### src/rtl/mux_rr_arbiter_pkg.sv
// Shared types and helpers for the round-robin packet arbiter.
// State encoding, default geometry and the rotating-priority pick function.
package mux_rr_arbiter_pkg;

    typedef enum logic {
        IDLE = 1'b0,
        LOCK = 1'b1
    } arb_state_e;

    localparam int DEF_N = 8;
    localparam int DEF_M = 8;

    // rr_pick works on a fixed-width view so it can serve any N up to MAX_N.
    localparam int MAX_N  = 64;
    localparam int PICK_W = $clog2(MAX_N);

    function automatic int unsigned rr_pick(
        input logic [MAX_N-1:0] valid,
        input int unsigned      n,
        input int unsigned      ptr
    );
        int unsigned pick;
        int unsigned idx;
        logic        found;
        pick  = ptr;
        found = 1'b0;
        for (int unsigned i = 0; i < MAX_N; i++) begin
            if (!found && (i < n)) begin
                idx = ptr + i;
                if (idx >= n) begin
                    idx = idx - n;
                end
                if (valid[idx[PICK_W-1:0]]) begin
                    pick  = idx;
                    found = 1'b1;
                end
            end
        end
        return pick;
    endfunction

endpackage

### src/rtl/mux_rr_arbiter_mux.sv
// Combinational N-to-1 channel mux over a packed bus; zero latency, no flow control.
// Out-of-range selects return zero.
module mux_nto1 #(
    parameter int N  = 8,
    parameter int M  = 8,
    parameter int SW = $clog2(N)
) (
    input  logic [N*M-1:0] data_i,
    input  logic [SW-1:0]  sel_i,
    output logic [M-1:0]   data_o
);

    always_comb begin
        data_o = '0;
        for (int k = 0; k < N; k++) begin
            if (sel_i == SW'(k)) begin
                data_o = data_i[k*M +: M];
            end
        end
    end

endmodule

### src/rtl/mux_rr_arbiter.sv
// Per-packet round-robin arbiter driving the channel mux select; 1-cycle registered output.
// Backpressure: o_ready is all-zero while the output register holds a beat that i_ready has not taken.
module mux_rr_arbiter
    import mux_rr_arbiter_pkg::*;
#(
    parameter int N = DEF_N,
    parameter int M = DEF_M
) (
    input  logic              i_clk,
    input  logic              i_rst_n,
    input  logic [N-1:0]      i_valid,
    input  logic [N-1:0]      i_last,
    input  logic [N*M-1:0]    i_data,
    output logic [N-1:0]      o_ready,
    output logic              o_valid,
    output logic [M-1:0]      o_data,
    output logic              o_last,
    output logic [$clog2(N)-1:0] o_sel,
    input  logic              i_ready
);

    localparam int SW = $clog2(N);

    arb_state_e      state_q, state_d;
    logic [SW-1:0]   ptr_q, ptr_d;
    logic [SW-1:0]   lock_q, lock_d;
    logic            valid_q;
    logic [M-1:0]    data_q;
    logic            last_q;
    logic [SW-1:0]   sel_q;

    logic            can_load;
    logic            any_vld;
    logic [SW-1:0]   grant;
    logic [N-1:0]    grant_oh;
    logic [M-1:0]    mux_dat;
    logic            xfer;
    logic [SW-1:0]   grant_nxt;
    logic [MAX_N-1:0] vld_pad;

    assign can_load  = !valid_q || i_ready;
    assign any_vld   = |i_valid;
    assign vld_pad   = MAX_N'(i_valid);
    assign grant     = (state_q == LOCK) ? lock_q
                                         : SW'(rr_pick(vld_pad, N, 32'(ptr_q)));
    assign grant_oh  = N'(1) << grant;
    assign grant_nxt = (grant == SW'(N-1)) ? '0 : grant + 1'b1;

    mux_nto1 #(
        .N  (N),
        .M  (M),
        .SW (SW)
    ) u_mux (
        .data_i (i_data),
        .sel_i  (grant),
        .data_o (mux_dat)
    );

    // Ready is combinational on i_valid and i_ready so packets and channels switch without bubbles.
    always_comb begin
        o_ready = '0;
        if (i_rst_n && can_load) begin
            if (state_q == IDLE) begin
                if (any_vld) begin
                    o_ready = grant_oh;
                end
            end else if (i_valid[lock_q]) begin
                o_ready = grant_oh;
            end
        end
    end

    assign xfer = |(i_valid & o_ready);

    always_comb begin
        state_d = state_q;
        ptr_d   = ptr_q;
        lock_d  = lock_q;
        if (xfer) begin
            if (i_last[grant]) begin
                state_d = IDLE;
                ptr_d   = grant_nxt;
            end else begin
                state_d = LOCK;
                lock_d  = grant;
            end
        end
    end

    always_ff @(posedge i_clk) begin
        if (!i_rst_n) begin
            state_q <= IDLE;
            ptr_q   <= '0;
            lock_q  <= '0;
            valid_q <= 1'b0;
            data_q  <= '0;
            last_q  <= 1'b0;
            sel_q   <= '0;
        end else begin
            state_q <= state_d;
            ptr_q   <= ptr_d;
            lock_q  <= lock_d;
            if (xfer) begin
                valid_q <= 1'b1;
                data_q  <= mux_dat;
                last_q  <= i_last[grant];
                sel_q   <= grant;
            end else if (can_load) begin
                valid_q <= 1'b0;
            end
        end
    end

    assign o_valid = valid_q;
    assign o_data  = data_q;
    assign o_last  = last_q;
    assign o_sel   = sel_q;

endmodule

### config.mk
export PLATFORM = sky130hd
export DESIGN_NAME = mux_rr_arbiter
export DESIGN_NICKNAME = d
export VERILOG_FILES = /design/src/rtl/mux_rr_arbiter_pkg.sv /design/src/rtl/mux_rr_arbiter_mux.sv /design/src/rtl/mux_rr_arbiter.sv
export SDC_FILE = /design/constraint.sdc
export NUM_CORES = 1
export LEC_CHECK = 0
export ABC_AREA = 1
export CORE_ASPECT_RATIO = 1.25
export CORE_UTILIZATION = 46
export DETAILED_ROUTE_END_ITERATION = 7
export PLACE_DENSITY = 0.93
export SYNTH_ARGS = -nofsm -noshare
export SYNTH_HDL_FRONTEND = slang
export SYNTH_SLANG_ARGS = --single-unit
### constraint.sdc
create_clock -name i_clk -period 4.9 [get_ports i_clk]
set_clock_uncertainty 0.15 [all_clocks]
set_input_delay 0.735 -clock i_clk [delete_from_list [all_inputs] [get_ports i_clk]]
set_output_delay 0.735 -clock i_clk [all_outputs]
set_load 0.02 [all_outputs]
==> qor.yml <==
avgSynthCellArea_um2: 5.549
layout_min_cycle_time_ns: 4.703
routed_wl_um: 9427
chipHeight_um: 90.72
num_vias: 3819
gr-total-overflow: 0
fin_crit_sh_pct: 95.98
cp.required_ns: 4.01
cts_max_path_buffers: 2
dieArea_mm2: 0.006620
synth_edf_count: 0
cp.arrival_ns: 3.82
place_ws_ns: -0.01088
rows: 31
hold_start: "o_last"
first_pass_iters: 6
numCtsBuffers: 3
synth.top_cell.area_share_pct: 21.64
layout_setup_ws_ns: 0.1969
finish.utilization_pct: 69.70
die_x_um: 72.98
grt_pass1_vias: 3601
postRouteAntennaNets: 0
placed_area_mm2: 0.004066
synth_seq_cells: 20
slew_violations: 0
crit_fanout: 10
detail_route.wl_per_cell_um: 13.24
timing.rr.end: "lock_q[2]"
slew_headroom_pct: 43.79
gp_congestion: 1.005
crit_path_start_kind: "input pin"
regToRegSetupSlack_ns: 0.74
worst_setup_path_end_kind: "output pin"
syn_area_mm2: 0.002897
clockRootBuffer: "clkbuf_8"
hold_path_class: "reg -> reg"
syn_inst: 522
setup_viol: 0
rsz0062_at_grt: "no"
cts.sinks: 20
cts_max_level: 1
insertion_delay_ns: 0.27
cts_tree: "done"
synthFlopType: "dfxtp_1"
grt_pass1_wl_um: 15530
start_util_pct: 48.81
io-pin-count: 104
reg2regPathDepth: 27
worstMarginPinSlew_ns: 0.8412
hold_end: "o_last"
yosys_warnings: 0
grt_max_degree: 27
holdPathStages: 2
outcome: "finished, final reports clean"
core-area_mm2: 0.005934
vias_per_cell: 5.364
seq_area_frac_synth_pct: 13.82
dpl.hpwl_um: 7476
r2r-start: "ptr_q[0]"
hold_viol: 0
drc: 0
drtIter0Drc: 217
timing.fmax_mhz: 212.6
io_buffers: 103
holdWs_ns: 0.3300
nets: 725
drive_gt1_share_pct: 8.571
diodes: 0
area_growth_pct: 42.81
ys_types: 39
synth_nets: 616
grt_usage_pct: 29.22
critical_path_class: "in -> out"
stdcell_area_mm2: 0.004136
async_flop_share_pct: 0
antenna_found_initial: 0
synth.largest_area_cell: "nand2_1"
cap_violations: 0
clk_pin_slew_ns: 0.07
synth.area.top_cells: "nand2_1 22%, dfxtp_1 14%, inv_1 9.1%"
[worst max-delay path by stage]
stage,start,to,slack [ns]
after floorplan,ptr_q[1],o_ready[3],0.55
after global placement,i_valid[3],o_ready[4],0.07
after detailed placement,i_valid[3],o_ready[4],-0.01
after CTS,i_valid[3],o_ready[3],0.01
after global routing,i_valid[3],o_ready[4],0.02
final,i_valid[3],o_ready[4],0.20
[per-stage QoR]
step	setup TNS (ns)	std cells
3_3_place_gp	0	708
6_report	0	712
5_1_grt	0	712
3_5_place_dp	-0.01930	708
2_1_floorplan	0	522
4_1_cts	0	712
[routing by layer]
layer | up-vias | global-route usage, % | part of all wire (%) | routed length (um)
li1 | 1913 | - | - | -
met1 | 1674 | 33.76 | 38 | 3615
met2 | 197 | 51.32 | 51 | 4773
met3 | 35 | 5.357 | 8.1 | 762
met4 | 0 | 12.42 | 2.9 | 276
met5 | - | 0 | 0 | 0
[critical path, stage by stage]
cell             delay [ns]
clkdlybuf4s50_1        0.55
nand2_1                0.15
nand3_1                0.13
nand3_1                0.16
nand2_1                0.11
inv_2                  0.15
nand3_4                0.12
nor2_8                 0.13
nand3_2                0.10
nand2_1                0.09
inv_2                  0.04
nand2_1                0.08
nand2_1                0.07
nand3_2                0.08
nand2_4                0.05
buf_4                  0.17
nor2_8                 0.20
nand2_4                0.12
nor2_2                 0.19
dlygate4sd2_1          0.38
[cell usage in the layout (no fill, tap or decap), types with 3 or more instances in the layout]
cell type and instances:
nand2_1 167, nor2_8 3, dfxtp_1 20, clkbuf_8 4
o21ai_0 13, nand3_1 46, a21oi_1 35, dlymetal6s2s_1 6
inv_2 4, nor2_2 4, a21boi_0 8, buf_4 17
ha_1 11, inv_1 70, clkdlybuf4s50_1 95, clkinv_1 3
nor3_1 3, nand2_2 5, nor2_1 40, nand4_1 34
nand2_4 6, o21ai_1 12
[area by class of cell]
| class | count | area [um^2] |
|---|---|---|
| clock buffer | 4 | 55.05 |
| fill | 492 | 1798 |
| tap | 82 | 102.6 |
| multi-input combinational | 408 | 2112 |
| inverter | 78 | 295.3 |
| timing repair buffer | 120 | 1171 |
| sequential | 20 | 400.4 |
[sequential cells by signal (all words and copies together) (netlist names)]
signal   flops
state_q      1
ptr_q        3
lock_q       3
o_valid      1
o_last       1
o_data       8
o_sel        3
[cell families (layout without fill, tap and decap cells)]
logic type	count (synthesis)	count (layout)	share of synthesized area, %
buffers and inverters	94	202	13.26
AOI/OAI and AO/OA	74	74	14.04
and+or+nand+nor	321	321	53.52
DFF	20	20	13.82
xor gates and xnor gates	2	2	0.6049
adders and majority gates	11	11	4.752
[repair_timing]
action	CTS	global route
hold buffers	0	0
gates resized for setup	2	7
setup endpoints to repair	2	7
setup buffers	0	0
[cell usage after synthesis (2+ instances only)]
library cell / number
a21oi_1: 35
buf_6: 3
clkbuf_1: 6
o21ai_0: 13
nor2_1: 40
nor4_1: 2
ha_1: 11
buf_2: 4
xor2_1: 2
nor2_2: 4
nand4_1: 34
clkinv_1: 3
o21ai_1: 12
inv_2: 5
nand2_1: 167
nor2_8: 3
dfxtp_1: 20
nand2_2: 5
nor3_1: 3
nand3_1: 46
nand3_2: 2
inv_1: 70
a21boi_0: 8
nand4_2: 2
buf_1: 2
nand2_4: 6
nand3_4: 2
Power is left out: the tool's default activity adds up to more than one toggle a clock period on the data nets, which glitch-free logic cannot reach.
==> variant 1: new RTL, same settings <==
Reset style: asynchronous (`i_rst_n`), changed in one clocked block.
--- a/src/rtl/mux_rr_arbiter.sv
+++ b/src/rtl/mux_rr_arbiter.sv
@@ -87,7 +87,7 @@
         end
     end
 
-    always_ff @(posedge i_clk) begin
+    always_ff @(posedge i_clk or negedge i_rst_n) begin
         if (!i_rst_n) begin
             state_q <= IDLE;
             ptr_q   <= '0;
Behaviour: differs if i_rst_n is asserted again (counterexample within 4 cycles, from zero or initial values and one cycle with i_rst_n low); with i_rst_n held inactive, the same outputs for 4 cycles.
==> variant 1 against the unedited design <==
Sequential cell count unchanged. Final area increased by 1.3%. Die area increased by 2.4%. Via count decreased by 3.6%. Area after synthesis increased by 2.4%. Setup slack improved by 0.098 ns. Critical endpoint is now o_ready[2]. Routed wire length decreased by 0.30%.
Power is left out: the tool's default activity adds up to more than one toggle a clock period on the data nets, which glitch-free logic cannot reach.
==> variant 1: results (changes against the unedited design) <==
Parameter                              Value

Placement
  Post-Place Worst Slack ... 0.0721 ns (+0.0830 ns)
  Routability Congestion ... 0.982 (-2.3%)
  Total instance count after detailed placement ... 709 (+0.14%)
  Detailed placer's ending HPWL ... 7790 um (+4.3%)

Route
  Count of unresolved DRC violations after routing ... 0 (unchanged)
  TritonRoute pass-1 iters ... 5 (-1)
  Final routed wirelength across all metal layers ... 9400 um (-0.30%)
  Number of vias per cell after detailed routing ... 5.16 (-3.7%)
  Number of DRC violations after detailed-routing iteration 0 ... 145 (-33%)
  Average wire per standard cell ... 13.2 um (-0.44%)

Timing
  Relative slew slack ... 38.9% (-4.9 points)

Yosys
  Primary FF master, synth ... dfrtp_1
  Synthesized netlist net count ... 615 (-0.16%)
  Leading cell types by total area after synthesis ... nand2_1 25%, dfrtp_1 17%, nand3_1 9.8%, inv_1 8.4%, nor2_1 4.8%
  Leading post-synthesis cells by instance count ... 199 x nand2_1, 66 x inv_1, 58 x nand3_1, 38 x nor2_1, 20 x dfrtp_1
  Count of different cell masters after synthesis ... 40 (+2.6%)
  FFs w/ async S/R, synth ... 100% (+100 points)
  Average size of a mapped cell ... 5.68 um2 (+2.4%)
  Share of the yosys chip area belonging to registers ... 16.9% (+3.0 points)

Global route
  Global-route wire length before repair ... 15600 um (+0.27%)
  Total global routing track utilization ... 29.6% (+0.37 points)
  Largest net degree at the start of global routing ... 24 (-11%)
  Via count of the first global-routing pass ... 3650 (+1.4%)

Clocking
  Post_cts resized ... 0 (-2)
  Clock root buffer ... clkbuf_8

Floorplan
  Area enclosed by the die boundary ... 6780 um2 (+2.4%)

Min path
  Worst min-delay path class ... reg2reg

Final layout
  Filler Cells Inserted ... 494 (+0.41%)
  Proportion of layout cells with a drive suffix above 1 ... 12.7% (+4.2 points)
  Net total in the final layout ... 722 (-0.41%)

Setup path
  Length in cells of the worst reg-to-reg path ... 30 (+11%)
  Highest fanout seen on the critical path ... 8 (-2)
  Critical path arrival ... 3.72 ns (-0.10 ns)
  Crit path largest cell delay ... 0.64 ns (+0.09 ns)

Outcome
  Status ... finished, final reports clean
[variant 1: cell types whose count changed in the layout (fill, tap and decap cells not counted), sizes merged, moves of 3 or more]
cell,before,now
nand2,178,223
nor2,48,43
or2,2,9
a21oi,35,16
nand3,50,62
nand4,36,8
dfxtp,20,0
nor3,3,6
a21boi,8,0
o21ai,26,21
dfrtp,0,20
[variant 1: cells by family after synthesis]
kind of cell	Yosys count	synth area share (%)
compound gates	42	7.93
simple gates	355	56.4
buf+inv	93	13.5
xor+xnor	2	1.10
fa+ha+maj	10	4.22
flops	20	16.9
[variant 1: layout make-up]
cell class                 instances  share of cell area (%)
timing repair buffer             120                    28.1
clock buffer                       4                    1.31
inverter                          75                    6.78
multi-input combinational        409                    49.3
tap                               85                    2.54
sequential                        20                    11.9
[variant 1: final timing paths]
check / to / start / slack, ns
min reg2reg: o_data[2]$_DFFE_PN0P_ / o_data[2]$_DFFE_PN0P_ / 0.34
max: o_ready[2] / i_valid[3] / 0.29
min: o_data[2]$_DFFE_PN0P_ / o_data[2]$_DFFE_PN0P_ / 0.34
max in group asynchronous: state_q$_DFFE_PN0P_ / i_rst_n / 3.69
max reg2reg: o_sel[2]$_DFFE_PN0P_ / ptr_q[1]$_DFFE_PN0P_ / 0.69
min in group asynchronous: o_data[5]$_DFFE_PN0P_ / i_rst_n / 0.70
[variant 1: worst register-to-register path, delay by kind of cell (launching register included)]
family          cells  cell delay (ns)
compound gates      1             0.10
fa+ha+maj           2             0.59
buf+inv             6             0.63
flops               1             0.47
simple gates       21             2.21
[variant 1: stage by stage]
stage / instance area [um2] / utilization, % / hold WS [ns]
3_5_place_dp: 4120 / 66.3 / 0.328
3_3_place_gp: 4120 / 66.3 / 0.321
5_1_grt: 4190 / 67.5 / 0.366
4_1_cts: 4170 / 67.2 / 0.348
2_1_floorplan: 2970 / - / 0.289
6_report: 4190 / 67.5 / 0.344
[variant 1: layer usage]
layer	global-route usage [%]	up-vias	wire, um
li1	-	1842	-
met1	30.2	1612	3370
met2	53.6	175	4620
met3	6.26	53	765
met4	17.5	0	641
met5	0	-	0
==> variant 2: new RTL, same flow settings <==
Made on the original files. `DEF_N`: 8 -> 16.
--- a/src/rtl/mux_rr_arbiter_pkg.sv
+++ b/src/rtl/mux_rr_arbiter_pkg.sv
@@ -7,7 +7,7 @@
         LOCK = 1'b1
     } arb_state_e;
 
-    localparam int DEF_N = 8;
+    localparam int DEF_N = 16;
     localparam int DEF_M = 8;
 
     // rr_pick works on a fixed-width view so it can serve any N up to MAX_N.
Interface: changed (5 resized); port bits go from 104 to 193. The function was not compared with the original's and may differ.
==> variant 2 against the unedited design <==
The run now fails in global routing (5_1_grt). Area after synthesis increased by 81%.
==> variant 2: results (changes against the unedited design) <==
Parameter                              Value

Outcome
  Status ... aborted with a tool error
  Terminating stage of the flow ... global routing (5_1_grt)
  First error message ... [ERROR GRT-0232] Routing congestion too high. Check the congestion heatmap in the GUI.

Timing
  Type of pin the worst path ends at ... register input
  Worst endpoint after global-route timing repair ... o_data[1]$_SDFFE_PN0P_/D

Yosys
  FFs w/ async S/R, synth ... 0% (unchanged)
  Leading post-synthesis cells by instance count ... 382 x nand2_1, 139 x inv_1, 132 x nand3_1, 56 x o21ai_0, 47 x a21oi_1
  FF+latch count, synth ... 23 (+15%)
  Total standard cell area after synthesis ... 5250 um2 (+81%)
  Leading cell types by total area after synthesis ... nand2_1 27%, nand3_1 13%, inv_1 9.9%, dfxtp_1 8.8%, o21ai_0 5.3%
  Share of the yosys chip area belonging to registers ... 8.77% (-5.1 points)
  Primary FF master, synth ... dfxtp_1
  Synthesized netlist net count ... 1202 (+95%)
  Count of different cell masters after synthesis ... 43 (+10%)
  Number of warning messages in the yosys log ... 0 (unchanged)

Clocking
  Number of H-tree branching levels ... 1 (unchanged)
  CTS Buffer Depth ... 2 (unchanged)
  Clock root buffer ... clkbuf_16
  Number of CTS-inserted buffers ... 3 (unchanged)

Global route
  Total global routing track utilization ... around three quarters
  Largest net degree at the start of global routing ... 21
  Overflow after GRT ... between 100 and 150

Placement
  Number of I/O port buffers ... 192 (+86%)
  Routability Congestion ... 1.16 (+15%)
  Detailed placer's ending HPWL ... 19900 um (+170%)
  Placed cell areas ... 8640 um2 (+110%)
[variant 2: cell count changes after synthesis, moves of 11 or more]
cell,before,now
nand2_1,167,382
a21oi_1,35,47
or2_2,1,14
o21ai_0,13,56
inv_1,70,139
nand4_1,34,17
nand3_1,46,132
nor2_4,1,12
[variant 2: logic make-up after synthesis]
family	count (synthesis)	synth area share (%)
adders and majority gates	19	4.53
DFF	23	8.77
and+or+nand+nor	647	55.9
AOI/OAI and AO/OA	138	14.5
xor gates and xnor gates	7	1.52
buffers and inverters	186	14.7
[variant 2: timing repair]
action,4_1_cts
setup endpoints to repair,39
setup buffers,40
hold endpoints to repair,0
gates cloned,1
pin swaps,64
hold buffers,0
resized for setup,202
[variant 2: metal layers]
layer,overflow,global-route usage (%)
met2,65,96.8
met1,5,72.2
met3,3,57.9
met4,49,86.9
met5,0,11.8
[variant 2: through the flow]
stage,TNS [ns],worst slack (ns),cells
floorplan,-3.33,-0.206,1020
global placement,-35.22,-1.04,1477
detailed placement,-44.32,-1.28,1477
CTS,-9.86,-0.350,1521
